===== config.mk =====
export PLATFORM = sky130hd
export DESIGN_NAME = ifid_stage_ctrl
export DESIGN_NICKNAME = d
export VERILOG_FILES = /design/src/rtl/ifid_stage_ctrl.sv
export SDC_FILE = /design/constraint.sdc
export NUM_CORES = 1
export LEC_CHECK = 0
export BUFFER_PORTS_ARGS = -buffer_cell sky130_fd_sc_hd__buf_2
export CELL_PAD_IN_SITES_DETAIL_PLACEMENT = 1
export CELL_PAD_IN_SITES_GLOBAL_PLACEMENT = 1
export CORE_MARGIN = 2
export CORE_UTILIZATION = 35
export DETAILED_ROUTE_END_ITERATION = 16
export PLACE_DENSITY_LB_ADDON = 0.1
export SYNTH_ARGS = -nofsm -noshare
export SYNTH_HDL_FRONTEND = slang
export SYNTH_SLANG_ARGS = --single-unit

===== constraint.sdc =====
create_clock -name clk -period 4.3 [get_ports clk]
set_input_delay 0.215 -clock clk [delete_from_list [all_inputs] [get_ports clk]]
set_output_delay 0.215 -clock clk [all_outputs]
set_load 0.01 [all_outputs]

===== src/rtl/ifid_stage_ctrl.sv =====
// ifid_stage_ctrl: PC, IF/ID register and ID/EX control with stall, bubble and flush handling.
// Define STALL_CNT_EN to add the saturating stall_cnt port and counter.
module ifid_stage_ctrl (
  input  logic        clk,
  input  logic        rst,
  input  logic        pcen,
  input  logic        ctrlsig,
  input  logic        flush,
  input  logic [31:0] target,
  input  logic [31:0] imem_instr,
  input  logic [9:0]  id_ctrl,
  output logic [31:0] pc,
  output logic [31:0] ifid_instr,
  output logic [31:0] ifid_pcplus4,
  output logic        ifid_valid,
  output logic [9:0]  idex_ctrl,
  output logic [1:0]  state
`ifdef STALL_CNT_EN
  ,
  output logic [15:0] stall_cnt
`endif
);
  typedef enum logic [1:0] {RUN = 2'b00, STALL = 2'b01, FLUSH = 2'b10} state_t;
  state_t cur, nxt;
  logic [31:0] pc_plus4;
  assign pc_plus4 = pc + 32'd4;
  assign state = cur;
  always_comb begin
    nxt = flush ? FLUSH : (pcen ? RUN : STALL);
  end
  always_ff @(posedge clk) begin
    if (rst) cur <= RUN;
    else cur <= nxt;
  end
  always_ff @(posedge clk) begin
    if (rst) begin
      pc <= '0;
      ifid_instr <= '0;
      ifid_pcplus4 <= '0;
      ifid_valid <= 1'b0;
      idex_ctrl <= '0;
    end else begin
      pc <= flush ? target : (pcen ? pc_plus4 : pc);
      ifid_instr <= flush ? '0 : (pcen ? imem_instr : ifid_instr);
      ifid_pcplus4 <= flush ? '0 : (pcen ? pc_plus4 : ifid_pcplus4);
      ifid_valid <= flush ? 1'b0 : (pcen ? 1'b1 : ifid_valid);
      // bubble uses the IF/ID validity seen before this edge
      idex_ctrl <= (flush || ctrlsig || !ifid_valid) ? '0 : id_ctrl;
    end
  end
`ifdef STALL_CNT_EN
  always_ff @(posedge clk) begin
    if (rst) stall_cnt <= '0;
    else if (!pcen && !flush && stall_cnt != 16'hFFFF) stall_cnt <= stall_cnt + 16'd1;
  end
`endif
endmodule


==> results of run 1 <==
-- routing by layer --
metal	vias up	wire, um	global-route usage [%]
li1	2408	-	-
met1	2433	7260	27.8
met2	174	8120	36.1
met3	20	1230	5.82
met4	0	212	7.24
met5	-	0	0
-- flip-flops by register name, indices dropped and copies added, names as in the netlist --
| register | cells |
|---|---|
| state | 2 |
| ifid_instr | 32 |
| idex_ctrl | 10 |
| pc | 32 |
| ifid_valid | 1 |
| ifid_pcplus4 | 32 |
-- final timing paths --
kind                             endpoint                         start  slack [ns]  cells after the start
min reg2reg  ifid_pcplus4[7]$_SDFFE_PP0P_  ifid_pcplus4[7]$_SDFFE_PP0P_        0.49                      2
min               idex_ctrl[9]$_SDFF_PP0_                    id_ctrl[9]        0.05                      2
max reg2reg           pc[24]$_SDFFE_PP0N_            pc[2]$_SDFFE_PP0N_        1.48                      5
max                   pc[24]$_SDFFE_PP0N_            pc[2]$_SDFFE_PP0N_        1.48                      5
-- power breakdown --
part           total (uW)  switching (uW)  internal [uW]
sequential           1120            63.6           1050
clock                 862             403            459
combinational         264             148            115
total                2240             614           1630
-- cell usage in the layout (no fill, tap or decap), drive strengths merged, types with 3 or more instances in the layout --
master	count
nand3	19
nor3	16
a211oi	18
a32oi	5
o211ai	5
xnor2	13
nor4	16
and4	10
nor2	76
a311oi	13
nand4	19
xor2	7
clkbuf	10
o21ai	29
or3	7
inv	11
or4	12
buf	192
and2	13
and3	3
or2	3
mux2i	39
clkinv	5
nand2	31
nor3b	3
a2111oi	6
dfxtp	109
o31ai	8
a21oi	10
a31oi	7
-- kinds of logic (layout without fill, tap and decap cells) --
group,count (synthesis),in the layout
AND/OR/NAND/NOR,236,236
flip-flops,109,109
AO/OA/AOI/OAI,107,107
buffers and inverters,68,219
multiplexers,39,39
XOR/XNOR,20,20
adder cells (fa/ha/maj),1,1
-- through the flow --
| stage | area [sq um] | instances | worst slack [ns] |
|---|---|---|---|
| 2_1_floorplan | 5020 | 580 | 2.07 |
| 3_3_place_gp | 5980 | 895 | 1.74 |
| 3_5_place_dp | 5980 | 895 | 1.45 |
| 4_1_cts | 6280 | 911 | 1.44 |
| 5_1_grt | 6280 | 911 | 1.20 |
| 6_report | 6280 | 911 | 1.48 |
-- cell usage after synthesis (all sizes together), types with 2 or more instances --
cell       n
nor3b      3
a2111oi    6
nand4     19
a21oi     10
or2        3
inv       10
o311ai     2
o31ai      8
clkbuf    34
nand2     31
and3       3
dfxtp    109
o21ai     29
xnor2     13
and2      13
nor2b      2
o211ai     5
or3        7
or4       12
and4      10
a32oi      5
mux2i     39
nor2      76
xor2       7
nor3      16
nand3b     2
nand3     19
buf       23
nor4      16
a31oi      7
a211oi    18
a311oi    13
nand2b     2
-- area by class of cell --
cell class / instances / area (sq um) / share of cell area, %
clock buffer: 10 / 229 / 3.65
inverter: 11 / 41.3 / 0.658
timing repair buffer: 192 / 976 / 15.5
multi-input combinational: 403 / 2550 / 40.7
clock inverter: 6 / 72.6 / 1.16
sequential: 109 / 2180 / 34.7
tap: 180 / 225 / 3.59
==> results.py, run 1 <==
metrics = {
    "timing": {
        "max_freq_mhz": 354,
        "period_needed_ns": 2.82,
        "slew_headroom_pct": 38.0,
        "hold_viol_final": 0,
        "tns_ns": 0,
        "whs_ns": 0.0548,
        "rsz0062_at_grt": "false",
        "slew_viol_final": 0,
        "skew_ns": 0.00767,
        "worst_slew_pin_slew_ns": 0.922,
        "min_period_over_period_pct": 65.7,
        "setup-violations-final": 0,
    },
    "yosys": {
        "yosysTopAreaCell": "dfxtp_1",
        "synth_area_leaders": "dfxtp_1, mux2i_1, nor2_1, o21ai_0, a211oi_1",
        "postSynthNetCount": 660,
        "syn_avg_cell_area_sq_um": 8.66,
        "yosys_warnings": 0,
        "synthSimpleGateAreaFrac_pct": 24.7,
        "synth_top_family_by_area": "simple AND/OR/NAND/NOR gates",
        "synth-seq-cells": 109,
        "syn_area_sq_mm": 0.00502,
        "yosysSeqAreaShare_pct": 43.4,
        "synth_adder_area_share_pct": 0.249,
        "synth_flop_cell": "dfxtp_1",
        "synth_cell_type_count": 46,
        "synth-compound-area-share_pct": 14.6,
        "synth_xor_area_share_pct": 3.49,
        "synth.mux.area_fraction_pct": 7.77,
        "synth_cells": 580,
        "synth_edf_count": 0,
        "async_flop_share_pct": 0,
        "synth_top_area_share_pct": 43.4,
    },
    "drt": {
        "drt_wl_total_um": 16800,
        "ant_nets": 0,
        "drc": 0,
        "vias": 5035,
        "dr.pass1.iters": 5,
        "wire_per_inst_um": 18.5,
        "drt_iter0_markers": 343,
        "vias_per_cell": 5.53,
    },
    "grt": {
        "antenna_found_initial": 0,
        "grt_pass1_wl_um": 25900,
        "grt_pass1_vias": 5035,
        "grt.total_usage_pct": 21.9,
        "grt.overflow.total": 0,
        "grt_max_degree": 63,
    },
    "run_status": {
        "status": "finished clean",
    },
    "floorplan": {
        "dieWidth_um": 124,
        "start_util_pct": 36.1,
        "placementRows": 43,
        "fp.dieH_um": 124,
        "num_io_pins": 188,
        "dieArea_sq_mm": 0.0153,
        "core_sq_mm": 0.0139,
    },
    "placement": {
        "gp_congestion": 0.869,
        "port_buffers": 187,
        "hpwlAfterDp_um": 11900,
    },
    "cts": {
        "cts_tree": "yes",
        "cts_resized": 0,
        "ctsHoldBuffers": 0,
        "clk_path_buf_depth": 2,
        "root_buffer": "clkbuf_16",
        "postCtsSetupBuffers": 0,
        "numClockSinks": 109,
        "clkLatencyLatePin_ns": 0.36,
        "htreeDepth": 3,
        "cts.clk_slew.worst_paths_ns": 0.07,
        "numCtsBuffers": 9,
    },
    "critical_path": {
        "cp.required_ns": 4.50,
        "critPathLaunchType": "flop",
        "crit_path_cell_trace": "ha_1 > nand4_2 > nor4_2 > a211oi_1 > a2111oi_0",
        "slowest_delay_ns": 0.88,
        "worstSetupPathType": "reg -> reg",
        "path_max_fanout": 10,
        "crit_buf_inv": 0,
        "crit_family": "simple AND/OR/NAND/NOR gates",
        "cp.arrival_ns": 3.03,
        "end_kind": "flop",
        "slowest_stage": "nor4_2",
    },
    "worst_hold_path": {
        "holdCritPathClass": "in -> reg",
    },
    "final_layout": {
        "nets": 806,
        "diodes": 0,
        "utilization_pct": 45.1,
        "synthToLayoutAreaGrowth_pct": 25.0,
        "drive_gt1_share_pct": 29.3,
        "nFillCells": 1736,
    },
    "power_and_ir_drop": {
        "p_leak_uw": 0.00268,
        "vdd_ir_drop_max_v": 0.000200,
        "cellPowerDensity_mw_per_mm2": 357,
        "power_uw": 2240,
    },
    "run": {
        "max_cap_violations": 0,
    },
}
Note: power is estimated with default switching activity, not from simulation.
==> run 2: changes to the inputs <==
--- a/config.mk
+++ b/config.mk
@@ -9,7 +9,7 @@
 export CELL_PAD_IN_SITES_DETAIL_PLACEMENT = 1
 export CELL_PAD_IN_SITES_GLOBAL_PLACEMENT = 1
 export CORE_MARGIN = 2
-export CORE_UTILIZATION = 35
+export CORE_UTILIZATION = 32
 export DETAILED_ROUTE_END_ITERATION = 16
 export PLACE_DENSITY_LB_ADDON = 0.1
 export SYNTH_ARGS = -nofsm -noshare
==> constraint.sdc (replaced) <==
create_clock -name clk -period 2.5 [get_ports clk]
set_input_delay 0.125 -clock clk [delete_from_list [all_inputs] [get_ports clk]]
set_output_delay 0.125 -clock clk [all_outputs]
set_load 0.01 [all_outputs]
==> results.py, run 2 (synthesized netlist as in run 1, its figures left out) <==
metrics = {
    "run_status": {
        "status": "finished clean",
    },
    "floorplan": {
        "dieArea_sq_mm": 0.0167,
        "core_sq_mm": 0.0153,
        "fp.dieH_um": 129,
        "start_util_pct": 32.9,
        "placementRows": 45,
        "num_io_pins": 188,
        "dieWidth_um": 129,
    },
    "grt": {
        "grt.total_usage_pct": 21.3,
        "antenna_found_initial": 0,
        "grt_pass1_vias": 5281,
        "grt_max_degree": 83,
        "grt_pass1_wl_um": 28000,
        "grt.overflow.total": 0,
    },
    "power_and_ir_drop": {
        "pwr-share-seq_pct": 48.8,
        "power.switching_uw": 1100,
        "cellPowerDensity_mw_per_mm2": 572,
        "vdd_ir_drop_max_v": 0.000321,
        "p_leak_uw": 0.00293,
        "clockPowerShare_pct": 37.2,
        "intPower_uw": 2790,
        "p_comb_share_pct": 14.0,
        "switching_share_pct": 28.3,
    },
    "drt": {
        "wire_per_inst_um": 17.8,
        "m1WireLength_um": 7520,
        "drc": 0,
        "drt_iter0_markers": 242,
        "top_layer": "met4",
        "met3_length_um": 1330,
        "vias_per_cell": 5.14,
        "drt_wl_total_um": 17700,
        "met2_length_um": 8690,
        "dr.pass1.iters": 4,
        "ant_nets": 0,
        "vias": 5121,
    },
    "critical_path": {
        "cp.required_ns": 2.77,
        "end_kind": "flop",
        "path_max_fanout": 10,
        "cp.arrival_ns": 2.45,
        "reg2reg_depth": 4,
        "worstSetupPathType": "reg -> reg",
        "critPathLaunchType": "flop",
    },
    "timing": {
        "skew_ns": 0.0101,
        "slew_headroom_pct": 39.1,
        "worst_slew_pin_slew_ns": 0.910,
        "min_period_over_period_pct": 86.9,
        "rsz0062_at_grt": "false",
        "hold_viol_final": 0,
        "max_freq_mhz": 460,
        "period_needed_ns": 2.17,
        "slew_viol_final": 0,
        "tns_ns": 0,
        "setup-violations-final": 0,
        "whs_ns": 0.0122,
    },
    "cts": {
        "postCtsSetupBuffers": 0,
        "numClockSinks": 109,
        "clk_path_buf_depth": 2,
        "root_buffer": "clkbuf_16",
        "cts.clk_slew.worst_paths_ns": 0.08,
        "clkLatencyLatePin_ns": 0.36,
        "numCtsBuffers": 9,
        "cts_tree": "yes",
        "cts_resized": 0,
        "htreeDepth": 3,
    },
    "placement": {
        "hpwlAfterDp_um": 12700,
        "port_buffers": 187,
        "gp_congestion": 0.863,
    },
    "final_layout": {
        "synthToLayoutAreaGrowth_pct": 35.2,
        "final_cell_mix": "buf_2, dfxtp_1, nor2_1",
        "nets": 860,
        "largestRegisters": "ifid_instr (32), ifid_pcplus4 (32), pc (32)",
        "diodes": 0,
        "final_common_cell": "buf_2",
        "drive_gt1_share_pct": 31.0,
    },
    "worst_hold_path": {
        "holdCritPathClass": "in -> reg",
        "min_path_cells": 3,
    },
    "run": {
        "max_cap_violations": 0,
    },
}
==> run 2: changes by cell type in the layout (fill, tap and decap cells not counted) <==
cell and change:
clkbuf_1 -1, inv_6 +3, clkinv_2 -1, dlygate4sd3_1 +26, buf_12 +1, bufinv_16 -1
clkbuf_8 +1, buf_4 +27, clkinvlp_4 +1, clkinv_4 -2
==> run 2: layout make-up <==
cell class	instances	area (sq um)
multi-input cells	403	2550
well taps	211	264
clock inverters	6	53.8
flip-flops and latches	109	2180
fillers	1868	8470
inverters	11	41.3
clock buffers	10	239
repair buffers	246	1460
==> run 2: what timing repair did <==
action                                  CTS  global route
hold buffers                             26             0
hold endpoints to repair                 26             0
endpoints found under the setup margin    0             0
==> run 2: per-stage QoR <==
| stage | area (sq um) | setup WS (ns) | instances | total power [uW] | util [%] |
|---|---|---|---|---|---|
| after floorplan | 5020 | 0.265 | 580 | 2200 | - |
| after global placement | 6240 | 0.399 | 954 | 2440 | 40.9 |
| after detailed placement | 6240 | 0.334 | 954 | 2450 | 40.9 |
| after CTS | 6790 | 0.319 | 996 | 3950 | 44.5 |
| after global routing | 6790 | 0.191 | 996 | 4080 | 44.5 |
| final | 6790 | 0.328 | 996 | 3880 | 44.5 |
==> run 2: power groups by stage <==
stage                     clock network [uW]  logic, uW  registers, uW
after floorplan                            0        258           1940
after global placement                     0        506           1930
after detailed placement                   0        516           1940
after CTS                               1500        549           1900
after global routing                    1570        600           1910
final                                   1440        544           1900
==> run 2: path summary, 6_finish.rpt <==
path	startpoint	to	slack (ns)
max reg2reg	pc[6]$_SDFFE_PP0N_	pc[25]$_SDFFE_PP0N_	0.33
min	imem_instr[13]	ifid_instr[13]$_SDFFE_PP0P_	0.01
min reg2reg	ifid_valid$_SDFFE_PP0P_	ifid_valid$_SDFFE_PP0P_	0.48
max	pc[6]$_SDFFE_PP0N_	pc[25]$_SDFFE_PP0N_	0.33
==> run 2: routing by layer <==
metal | up-vias | track usage (%)
li1 | 2509 | -
met1 | 2429 | 26.2
met2 | 171 | 35.8
met3 | 12 | 6.85
met4 | 0 | 5.82
met5 | - | 0
==> run 2: critical path, stage by stage, from the launching register on <==
cell	delay [ns]
dfxtp_1	0.35
nand3_1	0.20
or4_1	0.76
or4_1	0.55
a311oi_1	0.24
==> run 3: changes to the inputs <==
--- a/config.mk
+++ b/config.mk
@@ -12,6 +12,7 @@
 export CORE_UTILIZATION = 32
 export DETAILED_ROUTE_END_ITERATION = 16
 export PLACE_DENSITY_LB_ADDON = 0.1
+export RECOVER_POWER = 25
 export SYNTH_ARGS = -nofsm -noshare
 export SYNTH_HDL_FRONTEND = slang
 export SYNTH_SLANG_ARGS = --single-unit
==> constraint.sdc (replaced) <==
create_clock -name clk -period 2.5 [get_ports clk]
set_input_delay 0.125 -clock clk [delete_from_list [all_inputs] [get_ports clk]]
set_output_delay 0.125 -clock clk [all_outputs]
set_load 0.005 [all_outputs]
==> results.py, run 3 (synthesized netlist as in run 1, its figures left out) <==
metrics = {
    "placement": {
        "port_buffers": 187,
        "gp_congestion": 0.863,
        "place_ws_ns": 0.334,
        "dp.cells": 954,
        "hpwlAfterDp_um": 12700,
        "postPlaceCellArea_sq_mm": 0.00624,
    },
    "final_layout": {
        "drive_gt1_share_pct": 27.3,
        "synthToLayoutAreaGrowth_pct": 34.5,
        "stdcell_count": 996,
        "largestRegisters": "ifid_instr (32), ifid_pcplus4 (32), pc (32)",
        "stdcell_area_sq_mm": 0.00676,
        "nets": 860,
        "nFillCells": 1876,
        "final_common_cell": "buf_2",
        "diodes": 0,
        "utilization_pct": 44.3,
        "final_cell_mix": "buf_2, dfxtp_1, nor2_1",
    },
    "cts": {
        "cts.clk_slew.worst_paths_ns": 0.08,
        "root_buffer": "clkbuf_16",
        "htreeDepth": 3,
        "cts_resized": 0,
        "cts_tree": "yes",
        "clkLatencyLatePin_ns": 0.36,
        "clk_path_buf_depth": 2,
        "numCtsBuffers": 9,
        "numClockSinks": 109,
    },
    "timing": {
        "slew_viol_final": 0,
        "period_needed_ns": 2.18,
        "slew_headroom_pct": 37.6,
        "worst_slack_ns": 0.319,
        "skew_ns": 0.0132,
        "tns_ns": 0,
        "hold_viol_final": 0,
        "worst_slew_pin_slew_ns": 0.936,
        "min_period_over_period_pct": 87.2,
        "setup-violations-final": 0,
        "max_freq_mhz": 459,
        "rsz0062_at_grt": "false",
    },
    "grt": {
        "grt_use_met1_pct": 26.2,
        "use_met2_pct": 35.8,
        "grt_pass1_wl_um": 28000,
        "grt_pass1_vias": 5281,
        "grt.total_usage_pct": 21.3,
        "grt.overflow.total": 0,
        "grt_max_degree": 83,
        "grtUsageMet3_pct": 6.85,
        "grt.busiest_layer": "met2",
        "antenna_found_initial": 0,
    },
    "critical_path": {
        "cp.required_ns": 2.78,
        "worstSetupPathType": "reg -> reg",
        "critPathLaunchType": "flop",
        "path_max_fanout": 10,
        "end_kind": "flop",
        "cp.arrival_ns": 2.46,
    },
    "floorplan": {
        "placementRows": 45,
        "core_sq_mm": 0.0153,
        "dieWidth_um": 129,
        "dieArea_sq_mm": 0.0167,
        "num_io_pins": 188,
        "start_util_pct": 32.9,
        "fp.dieH_um": 129,
    },
    "drt": {
        "ant_nets": 0,
        "drc": 0,
        "drt_iter0_markers": 227,
        "vias": 5158,
        "drt_wl_total_um": 17800,
        "vias_per_cell": 5.18,
        "dr.pass1.iters": 4,
        "wire_per_inst_um": 17.8,
    },
    "worst_hold_path": {
        "holdCritPathClass": "in -> reg",
    },
    "power_and_ir_drop": {
        "vdd_ir_drop_max_v": 0.000319,
        "cellPowerDensity_mw_per_mm2": 571,
        "p_leak_uw": 0.00280,
    },
    "run_status": {
        "status": "finished clean",
    },
    "run": {
        "max_cap_violations": 0,
    },
}
-- run 3: changes by cell type in the layout (fill, tap and decap cells not counted) --
cell      before  now
buf_2        186  157
clkbuf_1       0   29
-- run 3: report_power, final --
| group | internal (uW) | switching [uW] |
|---|---|---|
| Clock | 725 | 724 |
| Combinational | 245 | 265 |
| Sequential | 1810 | 85.4 |
| Total | 2780 | 1070 |
-- run 3: final timing paths --
kind	startpoint	end	slack, ns	cells past startpoint
worst min-delay path	imem_instr[13]	ifid_instr[13]$_SDFFE_PP0P_	0.009	3
worst max register to register	pc[10]$_SDFFE_PP0N_	pc[25]$_SDFFE_PP0N_	0.32	4
worst min register to register	ifid_valid$_SDFFE_PP0P_	ifid_valid$_SDFFE_PP0P_	0.48	2
worst max-delay path	pc[10]$_SDFFE_PP0N_	pc[25]$_SDFFE_PP0N_	0.32	4
-- run 3: per-stage QoR --
| stage | power, uW | hold WS, ns |
|---|---|---|
| global route | 4050 | 0.00222 |
| CTS | 3920 | 0.000275 |
| global placement | 2410 | 0.325 |
| finish | 3860 | 0.00900 |
| floorplan | 2170 | 0.247 |
| detailed placement | 2420 | 0.330 |
-- run 3: worst max-delay path, stage by stage (launching register included) --
cell,delay [ns]
dfxtp_1,0.44
nand3_2,0.15
or4_1,0.71
or4_1,0.56
a311oi_1,0.24
-- run 3: cell type report --
type | count | area (sq um) | area share, %
multi-input combinational | 403 | 2550 | 37.8
sequential | 109 | 2180 | 32.3
timing repair buffer | 246 | 1420 | 21.1
tap | 211 | 264 | 3.91
clock buffer | 10 | 239 | 3.54
clock inverter | 6 | 53.8 | 0.796
inverter | 11 | 41.3 | 0.611
-- run 3: what timing repair did --
action,CTS,global route
hold endpoints to repair,26,0
buffers inserted,0,0
hold buffers,26,0
setup endpoints to repair,0,0
-- run 3: routing by layer --
metal / part of all wire, % / vias to the layer above
met5: 0 / -
met4: 1.4 / 0
met3: 8.0 / 19
met1: 42 / 2459
met2: 48 / 169
li1: - / 2511
